$ cat config.mk
export PLATFORM = sky130hd
export DESIGN_NAME = lif_neuron_array
export DESIGN_NICKNAME = d
export VERILOG_FILES = /design/src/rtl/lif_neuron_array.sv
export SDC_FILE = /design/constraint.sdc
export NUM_CORES = 1
export LEC_CHECK = 0
export ABC_AREA = 1
export CAP_MARGIN = 20
export CORE_MARGIN = 10
export CORE_UTILIZATION = 58
export CTS_BUF_LIST = sky130_fd_sc_hd__clkbuf_4
export CTS_CLUSTER_SIZE = 12
export DETAILED_ROUTE_END_ITERATION = 7
export PLACE_DENSITY = 0.83
export SETUP_SLACK_MARGIN = 0.2
export SLEW_MARGIN = 10
export SYNTH_ARGS = -nofsm -noshare
export SYNTH_HDL_FRONTEND = slang
export SYNTH_SLANG_ARGS = --single-unit
$ cat constraint.sdc
create_clock -name clk -period 6.4 [get_ports clk]
set_input_delay 1.92 -clock clk [delete_from_list [all_inputs] [get_ports clk]]
set_output_delay 1.92 -clock clk [all_outputs]
set_load 0.02 [all_outputs]
$ cat src/rtl/lif_neuron_array.sv
// lif_neuron_array: time-multiplexed array of leaky integrate-and-fire neurons sharing one datapath
//   clk, reset            clock and synchronous active-high reset
//   cfg_threshold         spike threshold, sampled on each accepted beat
//   cfg_leak_shift        leak = potential >> cfg_leak_shift, sampled on each accepted beat
//   in_valid/in_ready     input handshake; in_current feeds the neuron at the round-robin pointer
//   out_valid/out_ready   result handshake from the single output register stage
//   out_id                index of the neuron that was updated
//   out_spike             the neuron fired on this update
//   out_state             computed potential, before the post-spike reset
//   out_last              the update was for neuron N_NEURONS-1 (end of sweep)
//   Optional macro LIF_REFRACTORY_EN adds per-neuron refractory counters.
module lif_neuron_array #(
  parameter int N_NEURONS = 4,
  parameter int STATE_W = 8,
  parameter int IN_W = 6,
  parameter int REFRAC_TICKS = 2
) (
  input  logic                         clk,
  input  logic                         reset,
  input  logic [STATE_W-1:0]           cfg_threshold,
  input  logic [2:0]                   cfg_leak_shift,
  input  logic                         in_valid,
  output logic                         in_ready,
  input  logic [IN_W-1:0]              in_current,
  output logic                         out_valid,
  input  logic                         out_ready,
  output logic [$clog2(N_NEURONS)-1:0] out_id,
  output logic                         out_spike,
  output logic [STATE_W-1:0]           out_state,
  output logic                         out_last
);
  localparam int NID_W = $clog2(N_NEURONS);
  localparam logic [NID_W-1:0] LAST_ID = NID_W'(N_NEURONS - 1);
  logic [STATE_W-1:0] pot [N_NEURONS];
  logic [NID_W-1:0] ptr;
  logic accept, refr, spike;
  logic [STATE_W-1:0] leak, sat, sum;
  logic [STATE_W:0] raw;
  assign in_ready = !out_valid | out_ready;
  assign accept = in_valid & in_ready;
  assign leak = 32'(cfg_leak_shift) >= STATE_W ? '0 : pot[ptr] >> cfg_leak_shift;
  // One extra bit catches the carry so the sum saturates instead of wrapping.
  assign raw = (STATE_W+1)'(in_current) + (STATE_W+1)'(leak);
  assign sat = raw[STATE_W] ? '1 : raw[STATE_W-1:0];
  assign sum = refr ? '0 : sat;
  assign spike = !refr && sat >= cfg_threshold;
`ifdef LIF_REFRACTORY_EN
  // Width is kept at least 1 so REFRAC_TICKS=0 still elaborates; the counters then never leave 0.
  localparam int RW = REFRAC_TICKS > 0 ? $clog2(REFRAC_TICKS + 1) : 1;
  logic [RW-1:0] rc [N_NEURONS];
  assign refr = rc[ptr] != '0;
  always_ff @(posedge clk)
    if (reset)
      for (int i = 0; i < N_NEURONS; i++) rc[i] <= '0;
    else if (accept)
      rc[ptr] <= refr ? rc[ptr] - 1'b1 : spike ? RW'(REFRAC_TICKS) : '0;
`else
  assign refr = 1'b0;
`endif
  always_ff @(posedge clk)
    if (reset) begin
      for (int i = 0; i < N_NEURONS; i++) pot[i] <= '0;
      ptr <= '0;
      out_valid <= 1'b0;
      out_id <= '0;
      out_spike <= 1'b0;
      out_state <= '0;
      out_last <= 1'b0;
    end else if (accept) begin
      pot[ptr] <= spike ? '0 : sum;
      ptr <= ptr == LAST_ID ? '0 : ptr + 1'b1;
      out_valid <= 1'b1;
      out_id <= ptr;
      out_spike <= spike;
      out_state <= sum;
      out_last <= ptr == LAST_ID;
    end else if (out_ready)
      out_valid <= 1'b0;
endmodule

# Yosys cells after proc, flatten, opt, wreduce, memory -nomap -nowiden
# Memories as Yosys holds them, arrays and structs flattened. A register that Yosys moved wholly into a read port is not among the register bits.
# Index checks and enable logic that the tools add are counted.
dict set report op_classes {
  add_sub_neg 2
  order_cmp 1
  eq_ne 1
  shift 1
  muxes 15
  bitwise 2
  reduce_logical 3
}
# op n
set ops {}
lappend ops {{8-bit 2-to-1 mux} 3}
lappend ops {{6-bit by 8-bit adder with 9-bit output} 1}
lappend ops {{8-bit >= comparator} 1}
lappend ops {{1-bit 2-to-1 mux} 8}
lappend ops {{2-bit 2-to-1 mux} 4}
lappend ops {{8-bit OR reduction} 1}
lappend ops {{8-bit by 3-bit >> shifter with 8-bit output} 1}
lappend ops {{2-bit by 1-bit adder with 2-bit output (second input constant)} 1}
lappend ops {{2-bit equality test (second input constant)} 1}
lappend ops {{2-bit nonzero test} 1}
lappend ops {{1-bit bitwise AND} 1}
lappend ops {{1-bit zero test} 1}
lappend ops {{1-bit bitwise OR} 1}
dict set report totals {
  regBits 15
  ram_bits 32
  input_bits 21
  out_inout_bits 14
  word_cells 32
  mem_count 1
}
# memory words width rd rd_clocked_by_memory_dff write_ports line_no
set mem_list {}
lappend mem_list {pot 4 8 1 1 4 34} ;# logic [STATE_W-1:0] pot [N_NEURONS];

# Depth between registers and ports, before layout
# Gate-level depths: netlist of run 1.
dict set report depth {
  ltp_word 8
  ltp_mapped 31
  depth_no_buf 29
}

# Worst setup path before layout of run 1
# Ideal clock, no wire load.
dict set report synth_path {
  path_kind {input-to-reg}
  start {in cfg_leak_shift[0]}
  end {mem pot[0][2] (data pin)}
  setup_ps 264
  arrival_ps 4892
  required_ps 6136
  path_slack_ps 1244
  path_stages 26
  path_buffers 1
  path_cell_list {buf_4 > clkinv_1 > nand3_1 > nand2_1 > o21ai_0 > mux2i_1 > ha_1 > inv_1 > fa_1 > inv_1 > nand2_1 > inv_1 > nor2_1 > inv_1 > nand3_4 > nand3_1 > ha_1 > nand2_1 > inv_1 > nand3_1 > inv_1 > nand4_1 > nand3_1 > inv_1 > nand3_1 > nor2_1}
}
# element line_no
set synth_rtl {}
lappend synth_rtl {{from (decl)} 21} ;# input logic [2:0] cfg_leak_shift,
lappend synth_rtl {{to (decl)} 34}

==> results of run 1 <==
-- power groups by stage --
stage / sequential (mW) / clock [mW] / combinational (mW)
floorplan: 0.383 / 0 / 0.150
global placement: 0.379 / 0 / 0.220
detailed placement: 0.380 / 0 / 0.227
CTS: 0.373 / 0.148 / 0.229
global route: 0.375 / 0.161 / 0.258
finish: 0.373 / 0.148 / 0.228
-- what timing repair did --
action,CTS,global route
setup endpoints to repair,0,25
setup buffers,0,0
resized for setup,0,1
-- routing by layer --
layer  track usage  wire length (µm)
met5             0                 0
met4        0.0260                37
met3        0.0496               538
met2         0.292              3190
met1         0.228              2820
-- registers in the layout, summed over array words and instances (netlist names), named ones only --
signal     count
out_spike      1
ptr            2
pot           32
out_last       1
out_state      8
out_id         2
out_valid      1
-- cell usage after synthesis (2+ instances only) --
cell type	count	area [µm²]
nand2_1	78	293
nor2_1	43	161
nand3_1	39	195
edfxtp_1	32	961
inv_1	31	116
o21ai_0	25	125
dfxtp_1	17	340
ha_1	15	188
a21oi_1	9	45.0
nand2_2	9	56.3
inv_2	6	22.5
nor2_2	6	37.5
buf_2	4	20.0
o22a_1	4	35.0
clkinv_1	3	11.3
o21a_1	3	22.5
buf_4	2	15.0
clkbuf_1	2	7.51
nand3_2	2	20.0
nand4_1	2	12.5
o22ai_1	2	12.5
xnor2_1	2	17.5
-- placed cells by master, fill, tap and decap left out, drive strengths merged, types with 3 or more instances in the layout --
cell type      count
nand2             87
nor2              50
nand3             42
inv               40
clkdlybuf4s50     34
edfxtp            32
o21ai             25
dfxtp             17
ha                15
a21oi              9
clkbuf             6
o22a               4
o21a               3
clkinv             3
-- area by class of cell --
type / instances / share of cell area
flip-flops and latches: 49 / 0.399
multi-input cells: 246 / 0.399
repair buffers: 36 / 0.109
inverters: 41 / 0.0488
well taps: 67 / 0.0257
clock buffers: 6 / 0.0138
clock inverters: 2 / 0.00422
-- metrics by stage --
step	power, mW	setup WS, ps	instances	area, µm²
CTS	0.750	628	447	3260
detailed placement	0.606	245	439	3200
finish	0.749	780	447	3260
floorplan	0.533	1240	345	2820
global route	0.794	325	447	3260
global placement	0.600	437	439	3200
-- path summary, 6_finish.rpt --
check | slack (ps) | from | endpoint
setup / recovery | 780 | cfg_leak_shift[0] | pot[1][2]
hold / removal | 480 | out_last | out_last
setup reg to reg | 2020 | flip-flop | pot[1][2]
hold reg to reg | 480 | out_last | out_last
-- logic make-up (layout without fill, tap and decap cells) --
| kind of cell | count (synthesis) | in the layout | synth area share |
|---|---|---|---|
| simple gates | 182 | 182 | 0.288 |
| mux | 1 | 1 | 0.00356 |
| xor+xnor | 3 | 3 | 0.00934 |
| buf+inv | 50 | 85 | 0.0756 |
| fa+ha+maj | 16 | 16 | 0.0738 |
| flops | 49 | 49 | 0.462 |
| compound gates | 44 | 44 | 0.0876 |
-- critical path: stages --
cell and delay (ps):
clkdlybuf4s50_1 680, inv_2 140, nand3_1 110, nand2_1 120, o21ai_0 240, mux2i_1 130, ha_1 230, inv_1 80
fa_1 220, inv_1 50, nand2_1 60, inv_1 40, nor2_1 130, inv_1 100, nand3_4 150, nand3_1 180
ha_1 350, nand2_1 90, inv_1 60, nand3_1 60, inv_1 70, nand4_1 70, nand3_1 90, inv_1 100
nand3_1 200, nor2_1 70
==> flow_metrics.tcl, run 1 <==
set metrics [dict create \
    status "finished, final reports clean" \
    drv_slew 0 \
    grt_max_degree 19 \
    hold_viol 0 \
    synth_cell_types 31 \
    fin_worst_skew_ps 9.40 \
    via_per_inst 5.36 \
    rsz0062_at_grt "false" \
    synth-main-ff-cell "edfxtp_1" \
    seq_area_um2 1300 \
    drt-wirelength-per-cell_um 14.7 \
    grt_overflow 0 \
    power.switching_uw 253 \
    ctsLongestPathBuffers 2 \
    cts_hold_buf 0 \
    setup_violations 0 \
    finalCritPeriodShare 0.878 \
    rows 25 \
    p_clk_frac 0.198 \
    clock.fmax_ghz 0.178 \
    vias 2397 \
    multi_input_area_um2 1300 \
    dr.pass1.iters 5 \
    worst-setup-path-type "in -> reg" \
    syn_nets 382 \
    cts_made_buffers 5 \
    cts_tree "built" \
    worstMarginPinSlew_ps 654 \
    grt_pass1_vias 2340 \
    clk_latency_ps 360 \
    hpwl_um 5000 \
    cts_num_sinks 49 \
    period_needed_ps 5620 \
    fin_nets 416 \
    cts-root-buf "clkbuf_4" \
    power_density_nw_per_um2 230 \
    io_pins 35 \
    clk_pin_slew_ps 150 \
    cts-htree-levels 2 \
    synth_cells 345 \
    gp_congestion 0.894 \
    ys_ff_latch 49 \
    cp_max_fo 10 \
    switching_share 0.337 \
    slew_headroom 0.564 \
    final_antenna_net_count 0 \
    required_ps 6520 \
    syn_area_um2 2820 \
    drt_iter0_drc 158 \
    p_seq_frac 0.498 \
    fin_setup_tns_ps 0 \
    avgSynthCellArea_um2 8.16 \
    ys_warn_count 0 \
    drv_cap 0 \
    io_buffers 34 \
    drive_gt1_frac 0.100 \
    die_h_um 89.7 \
    drc 0 \
    startpoint_type "primary input" \
    holdWs_ps 475 \
    crit_path_end_kind "flip-flop" \
    dieArea_um2 8040 \
    ir_worst_vdd_mv 0.189 \
    worst-r2r-cell-count 27 \
    hold_depth 2 \
    die_w_um 89.7 \
    antenna_found_initial 0 \
    fin_util 0.690 \
    intPower_uw 496 \
    p_comb_frac 0.304 \
    synth_edf_count 32 \
    grt.total_usage 0.176 \
    synthArstFlopShare 0 \
    grt_pass1_wl_um 11200 \
    ys_seq_area_frac 0.462 \
    min_path_type "reg -> reg" \
    start_util 0.596 \
    diodes 0 \
    fill_cells 376 \
    syn_to_final_growth_pct 15.8 \
    p_leak_nw 1.43 \
    core-area_um2 4720 \
    wirelength_um 6580 \
    arrival_ps 5740 \
]
(Power assumes the default switching activity.)
==> run 2, diff against run 1 <==
--- a/config.mk
+++ b/config.mk
@@ -14,7 +14,7 @@
 export DETAILED_ROUTE_END_ITERATION = 7
 export PLACE_DENSITY = 0.83
 export SETUP_SLACK_MARGIN = 0.2
-export SLEW_MARGIN = 10
+export SLEW_MARGIN = 20
 export SYNTH_ARGS = -nofsm -noshare
 export SYNTH_HDL_FRONTEND = slang
 export SYNTH_SLANG_ARGS = --single-unit
==> results of run 2 <==
Same layout as run 1: the final DEF is identical, and so are final timing and power.
